==> config.mk <==
export PLATFORM = sky130hd
export DESIGN_NAME = turn_sequencer_flat
export DESIGN_NICKNAME = d
export VERILOG_FILES = /design/src/rtl/turn_sequencer_if.sv /design/src/rtl/turn_sequencer.sv /design/src/flat_wrapper.sv
export SDC_FILE = /design/constraint.sdc
export NUM_CORES = 1
export LEC_CHECK = 0
export BUFFER_PORTS_ARGS = -buffer_cell sky130_fd_sc_hd__buf_2
export CAP_MARGIN = 20
export CORE_MARGIN = 5
export CORE_UTILIZATION = 45
export CTS_BUF_LIST = sky130_fd_sc_hd__clkbuf_16
export DETAILED_ROUTE_END_ITERATION = 10
export PLACE_DENSITY = 0.73
export SETUP_SLACK_MARGIN = 0.3
export SLEW_MARGIN = 25
export SYNTH_ARGS = -nofsm -noshare
export SYNTH_HDL_FRONTEND = slang
export SYNTH_SLANG_ARGS = --single-unit
==> constraint.sdc <==
create_clock -name clk -period 4.26 [get_ports clk]
set_clock_uncertainty 0.05 [all_clocks]
set_input_delay 0.852 -clock clk [delete_from_list [all_inputs] [get_ports clk]]
set_output_delay 0.852 -clock clk [all_outputs]
set_load 0.01 [all_outputs]
==> src/rtl/turn_sequencer_if.sv <==
`default_nettype none
// ---------------------------------------------------------------------------
// turn_sequencer_if : battlefront, damage-calculator and VGA-slot signals
// Revision 1.0
// ---------------------------------------------------------------------------
interface turn_sequencer_if #(
  parameter int NUM_LANES = 4,
  parameter int LANE_W    = 2,
  parameter int TURN_W    = 8
);
  logic [NUM_LANES-1:0] lane_mask;
  logic [NUM_LANES-1:0] bf_done;
  logic [NUM_LANES-1:0] bf_ack;
  logic                 move_scen;
  logic                 dmg_start;
  logic [LANE_W-1:0]    dmg_lane;
  logic                 dmg_done;
  logic                 dmg_ack;
  logic                 game_scen;
  logic                 vga_write;
  logic                 busy;
  logic [TURN_W-1:0]    turn_count;
  logic                 timeout_err;

  modport master (
    input  lane_mask, bf_done, dmg_done, game_scen,
    output bf_ack, move_scen, dmg_start, dmg_lane, dmg_ack,
           vga_write, busy, turn_count, timeout_err
  );

  modport slave (
    output lane_mask, bf_done, dmg_done, game_scen,
    input  bf_ack, move_scen, dmg_start, dmg_lane, dmg_ack,
           vga_write, busy, turn_count, timeout_err
  );
endinterface
`default_nettype wire

==> src/rtl/turn_sequencer.sv <==
`default_nettype none
// ---------------------------------------------------------------------------
// turn_sequencer : battle-turn FSM - gather lanes, damage each lane, VGA write
// Revision 1.0
// ---------------------------------------------------------------------------
module turn_sequencer #(
  parameter int NUM_LANES = 4,
  parameter int LANE_W    = (NUM_LANES > 1) ? $clog2(NUM_LANES) : 1,
  parameter int TIMEOUT   = 1024,
  parameter int TMO_W     = 16,
  parameter int TURN_W    = 8
) (
  input  logic             clk,
  input  logic             reset,
  turn_sequencer_if.master bus
);

  typedef enum logic [5:0] {
    S_WAIT_BF   = 6'b000001,
    S_MOVE      = 6'b000010,
    S_START_DAM = 6'b000100,
    S_WAIT_DAM  = 6'b001000,
    S_APP_DAM   = 6'b010000,
    S_WRITE_VGA = 6'b100000
  } state_e;

  localparam logic [TMO_W-1:0] TMO_LAST = TMO_W'(TIMEOUT - 1);

  state_e               state_q, state_d;
  logic [NUM_LANES-1:0] active_q, active_d;
  logic [NUM_LANES-1:0] pending_q, pending_d;
  logic [LANE_W-1:0]    lane_q, lane_d;
  logic [TMO_W-1:0]     cnt_q, cnt_d;
  logic [TURN_W-1:0]    turn_q, turn_d;
  logic                 tmo_q, tmo_d;

  logic                 all_done;
  logic [NUM_LANES-1:0] pending_left;

  function automatic logic [LANE_W-1:0] lowest_set(input logic [NUM_LANES-1:0] m);
    lowest_set = '0;
    for (int i = NUM_LANES - 1; i >= 0; i--) begin
      if (m[i]) lowest_set = LANE_W'(i);
    end
  endfunction

  // Disabled lanes' done bits are masked out; an empty mask never starts a turn.
  assign all_done     = (bus.lane_mask != '0) &&
                        ((bus.bf_done & bus.lane_mask) == bus.lane_mask);
  assign pending_left = pending_q & ~(NUM_LANES'(1) << lane_q);

  always_ff @(posedge clk) begin
    if (reset) begin
      state_q   <= S_WAIT_BF;
      active_q  <= '0;
      pending_q <= '0;
      lane_q    <= '0;
      cnt_q     <= '0;
      turn_q    <= '0;
      tmo_q     <= 1'b0;
    end else begin
      state_q   <= state_d;
      active_q  <= active_d;
      pending_q <= pending_d;
      lane_q    <= lane_d;
      cnt_q     <= cnt_d;
      turn_q    <= turn_d;
      tmo_q     <= tmo_d;
    end
  end

  always_comb begin
    state_d   = state_q;
    active_d  = active_q;
    pending_d = pending_q;
    lane_d    = lane_q;
    cnt_d     = cnt_q;
    turn_d    = turn_q;
    tmo_d     = tmo_q;
    case (state_q)
      S_WAIT_BF: begin
        if (all_done) begin
          state_d   = S_MOVE;
          active_d  = bus.lane_mask;
          pending_d = bus.lane_mask;
        end
      end
      S_MOVE: begin
        state_d = S_START_DAM;
        lane_d  = lowest_set(pending_q);
      end
      S_START_DAM: begin
        state_d = S_WAIT_DAM;
        cnt_d   = '0;
      end
      S_WAIT_DAM: begin
        cnt_d = cnt_q + TMO_W'(1);
        // A real completion on the last watchdog cycle takes priority.
        if (bus.dmg_done) begin
          state_d = S_APP_DAM;
        end else if (cnt_q == TMO_LAST) begin
          state_d = S_APP_DAM;
          tmo_d   = 1'b1;
        end
      end
      S_APP_DAM: begin
        pending_d = pending_left;
        if (pending_left != '0) begin
          state_d = S_START_DAM;
          lane_d  = lowest_set(pending_left);
        end else begin
          state_d = S_WRITE_VGA;
        end
      end
      S_WRITE_VGA: begin
        if (bus.game_scen) begin
          state_d = S_WAIT_BF;
          turn_d  = turn_q + TURN_W'(1);
        end
      end
      default: state_d = S_WAIT_BF;
    endcase
  end

  assign bus.bf_ack      = (state_q == S_WRITE_VGA) ? active_q : '0;
  assign bus.move_scen   = (state_q == S_MOVE);
  assign bus.dmg_start   = (state_q == S_START_DAM);
  assign bus.dmg_ack     = (state_q == S_APP_DAM);
  assign bus.vga_write   = (state_q == S_WRITE_VGA);
  assign bus.busy        = (state_q != S_WAIT_BF);
  assign bus.dmg_lane    = lane_q;
  assign bus.turn_count  = turn_q;
  assign bus.timeout_err = tmo_q;

endmodule
`default_nettype wire

==> src/flat_wrapper.sv <==
// flat-port wrapper written by rule: the top's interface ports become plain ports
module turn_sequencer_flat 
#(
  parameter int NUM_LANES = 4,
  parameter int LANE_W    = (NUM_LANES > 1) ? $clog2(NUM_LANES) : 1,
  parameter int TIMEOUT   = 1024,
  parameter int TMO_W     = 16,
  parameter int TURN_W    = 8
)
  (clk, reset, bus_lane_mask, bus_bf_done, bus_dmg_done, bus_game_scen, bus_bf_ack, bus_move_scen, bus_dmg_start, bus_dmg_lane, bus_dmg_ack, bus_vga_write, bus_busy, bus_turn_count, bus_timeout_err);
  turn_sequencer_if #(.NUM_LANES(NUM_LANES), .LANE_W(LANE_W), .TURN_W(TURN_W)) bus_i ();
  input  logic clk;
  input  logic reset;
  input wire logic [$bits(bus_i.lane_mask)-1:0] bus_lane_mask;
  input wire logic [$bits(bus_i.bf_done)-1:0] bus_bf_done;
  input wire logic [$bits(bus_i.dmg_done)-1:0] bus_dmg_done;
  input wire logic [$bits(bus_i.game_scen)-1:0] bus_game_scen;
  output wire logic [$bits(bus_i.bf_ack)-1:0] bus_bf_ack;
  output wire logic [$bits(bus_i.move_scen)-1:0] bus_move_scen;
  output wire logic [$bits(bus_i.dmg_start)-1:0] bus_dmg_start;
  output wire logic [$bits(bus_i.dmg_lane)-1:0] bus_dmg_lane;
  output wire logic [$bits(bus_i.dmg_ack)-1:0] bus_dmg_ack;
  output wire logic [$bits(bus_i.vga_write)-1:0] bus_vga_write;
  output wire logic [$bits(bus_i.busy)-1:0] bus_busy;
  output wire logic [$bits(bus_i.turn_count)-1:0] bus_turn_count;
  output wire logic [$bits(bus_i.timeout_err)-1:0] bus_timeout_err;
  assign bus_i.lane_mask = bus_lane_mask;
  assign bus_i.bf_done = bus_bf_done;
  assign bus_i.dmg_done = bus_dmg_done;
  assign bus_i.game_scen = bus_game_scen;
  assign bus_bf_ack = bus_i.bf_ack;
  assign bus_move_scen = bus_i.move_scen;
  assign bus_dmg_start = bus_i.dmg_start;
  assign bus_dmg_lane = bus_i.dmg_lane;
  assign bus_dmg_ack = bus_i.dmg_ack;
  assign bus_vga_write = bus_i.vga_write;
  assign bus_busy = bus_i.busy;
  assign bus_turn_count = bus_i.turn_count;
  assign bus_timeout_err = bus_i.timeout_err;
  turn_sequencer #(.NUM_LANES(NUM_LANES), .LANE_W(LANE_W), .TIMEOUT(TIMEOUT), .TMO_W(TMO_W), .TURN_W(TURN_W)) u_core (.clk(clk), .reset(reset), .bus(bus_i));
endmodule
# Word level (Yosys, flattened, before mapping)
# Cells that the tools add are included.
[totals]
wordCells = 59
out_inout_bits = 20
input_bits = 12
ff_bits = 41
[op_classes]
mux = 20
reduce_logical = 12
n_bitwise = 4
n_addsub = 2
eq_ne = 13
n_shift = 1
[ops]
columns = ["cell", "count"]
rows = [
  ["6-bit one-hot mux with 6 select lines", 1],
  ["16-bit one-hot mux with 2 select lines", 1],
  ["6-bit two-way mux", 5],
  ["2-bit two-way mux", 9],
  ["16-bit by 1-bit adder with 16-bit output (second input constant)", 1],
  ["16-bit by 10-bit == test with 1-bit output (second input constant)", 1],
  ["8-bit by 1-bit adder with 8-bit output (second input constant)", 1],
  ["4-bit AND", 2],
  ["4-bit two-way mux", 2],
  ["4-bit one-hot mux with 2 select lines", 1],
  ["2-bit AND reduction", 4],
  ["4-bit nonzero test", 2],
  ["6-bit by 1-bit == test with 1-bit output (second input constant)", 1],
  ["6-bit by 2-bit == test with 1-bit output (second input constant)", 1],
  ["6-bit by 3-bit == test with 1-bit output (second input constant)", 1],
  ["6-bit by 4-bit == test with 1-bit output (second input constant)", 1],
  ["6-bit by 5-bit == test with 1-bit output (second input constant)", 1],
  ["6-bit == test (second input constant)", 1],
  ["6-bit by 1-bit inequality test with 1-bit output (second input constant)", 1],
  ["3-bit AND reduction", 2],
  ["2-bit nonzero test", 3],
  ["4-bit == test", 1],
  ["2-bit by 1-bit inequality test with 1-bit output (second input constant)", 2],
  ["4-bit inverter", 1],
  ["other kinds (6)", 6],
]

# Longest topological paths before layout
[depth]
word_depth = 9
ltp_mapped = 7
mapped_depth_nobuf = 6

# Least setup slack after synthesis
# OpenSTA, ideal clock, no wires.
[synth_path]
path_type = "reg-to-output"
startpoint = "register u_core.state_q[1]"
endpoint = "output port bus_bf_ack[0]"
path_slack_ns = 1.989
path_stages_with_launch = 5
arrival_ns = 1.369
n_path_buf = 1
t_required_ns = 3.358
path_cell_list = "dfxtp_1 -> nor4_4 -> and3b_2 -> clkbuf_1 -> and2_1"
[synth_between]
elab_chain_cells = 2
[synth_lines]
columns = ["element", "line_no", "text"]
rows = [
  ["start: declaration", "turn_sequencer.sv:29", "state_e state_q, state_d;"],
  ["start signal: assignment", "turn_sequencer.sv:62", "state_q <= state_d;"],
  ["6-bit == test", "n/a", ""],
  ["via bus_vga_write", "flat_wrapper.sv:23", "output wire logic [$bits(bus_i.vga_write)-1:0] bus_vga_write;"],
  ["4-bit two-way mux", "turn_sequencer.sv:125", "assign bus.bf_ack = (state_q == S_WRITE_VGA) ? active_q : '0;"],
  ["end: declaration", "flat_wrapper.sv:18", "output wire logic [$bits(bus_i.bf_ack)-1:0] bus_bf_ack;"],
]
# The timed path passes the listed nets, and every way through them passes these cells.

# Worst setup path after layout
[layout_path]
startpoint = "register u_core.state_q[5]"
endpoint = "output port bus_dmg_ack"
[layout_between]
elab_chain_cells = 1
[layout_lines]
columns = ["element", "line_no", "text"]
rows = [
  ["6-bit by 5-bit == test with 1-bit output", "turn_sequencer.sv:128", "assign bus.dmg_ack = (state_q == S_APP_DAM);"],
  ["end: declaration", "flat_wrapper.sv:22", "output wire logic [$bits(bus_i.dmg_ack)-1:0] bus_dmg_ack;"],
]
# Every way passes these cells.

==> impl_metrics.csv <==
group,metric,value,unit
status,status,"finished, final reports clean",
synth,synth_edf_count,0,
synth,syn-cell-area,0.00222,sq mm
synth,synth_top_area_frac,0.370,
grt,grt_pass1_vias,1865,
placement,place_ws,1.96,ns
sta,setup_ws,1.67,ns
sta,min_period_over_period,0.607,
final_layout,drive_above_1_share,0.189,
final_layout,area_growth,15.5,%
flow_run,drv_cap,0,
worst_setup_path,path_class,"reg2out",
floorplan,die_h,80.2,um
worst_setup_path,crit-reg2reg-launch,"u_core.cnt_q[0]",
drt,drc,0,
drt,vias_per_cell,5.63,
worst_setup_path,arrival,1.69,ns
synth,yosysMostFrequentCell,"dfxtp_1",
placement,routabilityCongestion,0.784,
sta,setup_tns,0,ns
worst_setup_path,rrSetupSlack,2.20,ns
drt,num_vias,2048,
cts,cts_root_buf,"clkbuf_16",
worst_setup_path,startpoint_type,"register",
final_layout,n_antenna_cell,0,
hold_path,hold_path.class,"reg2reg",
power,p_per_area,385,mW/mm^2
placement,dp_hpwl,3470,um
sta,hold_viol_final,0,
worst_setup_path,r2r_end,"u_core.state_q[3]",
sta,relSlewSlack,0.520,
synth,yosys_warnings,0,
sta,fmax,0.386,GHz
grt,globalRouteOverflowTotal,0,
power,intPower,738,uW
drt,wl_per_cell,13.2,um
floorplan,core_area,0.00475,sq mm
synth,synth_async_sr_flop_share,0,
cts,clk_pin_slew_worst_paths,0.06,ns
power,ir_drop,231,uV
cts,post_cts_buffers,0,
synth,synth-main-ff-cell,"dfxtp_1",
floorplan,die-area,0.00643,sq mm
synth,ys_seq_area_frac,0.370,
sta,period_needed,2.59,ns
floorplan,ios,32,
grt,track_usage,0.162,
placement,numPortBuffers,31,
synth,synth_cells,269,
worst_setup_path,end_kind,"output port",
synth,synth.area.top_cells,"dfxtp_1, a21oi_1, nor2_1",
final_layout,nNetsFinal,310,
cts,clkSinkCount,41,
worst_setup_path,reg2regPathDepth,6,
floorplan,rows,25,
power,pwr-share-seq,0.438,
power,p_comb_frac,0.137,
grt,antenna_found_initial,0,
sta,setup_viol,0,
cts,clock_latency,0.28,ns
synth,synth_cell_types,55,
synth,synthTopCellsByCount,"dfxtp_1, a21oi_1, nor2_1, nand2_1, o21ai_0",
grt,grt_max_degree,40,
worst_setup_path,worstPathMaxFanout,8,
synth,syn-mean-instance-area,8.24,sq um
power,p_sw,247,uW
sta,drv_slew,0,
cts,h-tree-depth,2,
synth,synth_nets,283,
floorplan,start_util,0.466,
drt,first_pass_iters,4,
synth,ys_ff_latch,41,
cts,cts_tree,"yes",
worst_setup_path,cp_data_required_time,3.36,ns
sta,rsz0062_at_grt,"no",
synth,yosysTopAreaCell,"dfxtp_1",
cts,cts_max_path_buffers,2,
hold_path,holdPathStages,2,
cts,numCtsBuffers,5,
hold_path,min_to,"u_core.active_q[2]",
drt,drt_wl_total,4820,um
cts,ctsResizeCount,0,
drt,ant_nets,0,
grt,grt_pass1_wl,8470,um
sta,worst-slew-pin-transition,0.720,ns
final_layout,final_util,0.538,
power,switching_share,0.250,
hold_path,min-delay-start,"u_core.active_q[2]",
power,leakagePower,0.000974,uW
power,pwr-share-clk,0.425,
cts,ctsHoldBuffers,0,
drt,first_iter_violations,84,
floorplan,fp.dieW,80.2,um
==> layout by cell type, fill, tap and decap left out, drive strengths merged, types with 2 or more instances in the layout <==
master	synthesis	layout
dfxtp	41	41
buf	3	31
a21oi	28	28
nor2	25	25
nand2	20	20
o21ai	16	16
inv	13	13
nand3	12	12
nor3	11	11
or4	8	8
and2	6	6
nand3b	5	5
nand2b	5	5
clkbuf	8	5
xor2	4	4
a311oi	4	4
o211ai	4	4
a31oi	4	4
or3	4	4
nand4	4	4
nor4	4	4
or2	3	3
xnor2	3	3
o311ai	3	3
nand4b	3	3
and4	3	3
and3	2	2
a22oi	2	2
mux2i	2	2
o221ai	2	2
o31a	2	2
mux2	2	2
ha	2	2
o31ai	2	2
==> flip-flops by register name, summed over array words and instances, names as in the netlist <==
signal                  count
u_core.cnt_q               16
u_core.bus.turn_count       8
u_core.state_q              6
u_core.active_q             4
u_core.pending_q            4
u_core.bus.dmg_lane         2
u_core.bus.timeout_err      1
==> metal layers <==
layer / GRT usage / routed length [um] / vias to the layer above
li1: - / - / 1047
met1: 0.225 / 2480 / 971
met2: 0.251 / 2160 / 28
met3: 0.0392 / 160 / 2
met4: 0.0405 / 14 / 0
met5: 0 / 0 / -
==> logic make-up after synthesis <==
| family | Yosys count | share of synthesized area |
|---|---|---|
| simple gates | 120 | 0.324 |
| xor+xnor | 7 | 0.0277 |
| fa+ha+maj | 2 | 0.0113 |
| compound gates | 71 | 0.198 |
| flops | 41 | 0.370 |
| mux | 4 | 0.0192 |
| buf+inv | 24 | 0.0497 |
==> power by group through the flow <==
stage	sequential, uW	clock [uW]	combinational [uW]
global placement	438	0	133
detailed placement	439	0	135
global route	435	445	153
finish	431	419	135
floorplan	423	0	121
CTS	430	429	136
==> how the worst max path moves through the flow <==
| stage | startpoint | end | slack [ns] | depth (start not counted) |
|---|---|---|---|---|
| CTS | u_core.state_q[5] | bus_dmg_ack | 1.66 | 4 |
| detailed placement | u_core.state_q[5] | bus_dmg_ack | 1.96 | 4 |
| global route | u_core.state_q[5] | bus_dmg_ack | 1.54 | 4 |
| global placement | u_core.state_q[5] | bus_dmg_ack | 1.99 | 4 |
| finish | u_core.state_q[5] | bus_dmg_ack | 1.67 | 4 |
| floorplan | u_core.state_q[1] | bus_bf_ack[0] | 1.99 | 4 |
==> layout make-up <==
type	count	area (sq um)
Fill cell	472	2190
Multi-Input combinational cell	204	1280
Sequential cell	41	821
Timing Repair Buffer	31	155
Clock buffer	5	125
Tap cell	67	83.8
Inverter	13	48.8
Clock inverter	3	41.3
==> per-stage QoR <==
step	cells	power (uW)	instance area, sq um	hold WS (ns)
floorplan	269	544	2220	0.396
global placement	356	571	2390	0.405
detailed placement	356	574	2390	0.411
CTS	364	996	2560	0.421
global route	364	1030	2560	0.446
finish	364	985	2560	0.422
==> worst max-delay path, stage by stage, from the launching register on <==
cell,delay [ns]
dfxtp_1,0.38
nor4_4,0.41
nand3_1,0.28
inv_1,0.18
buf_2,0.15
Note: power is estimated with default switching activity, not from simulation.
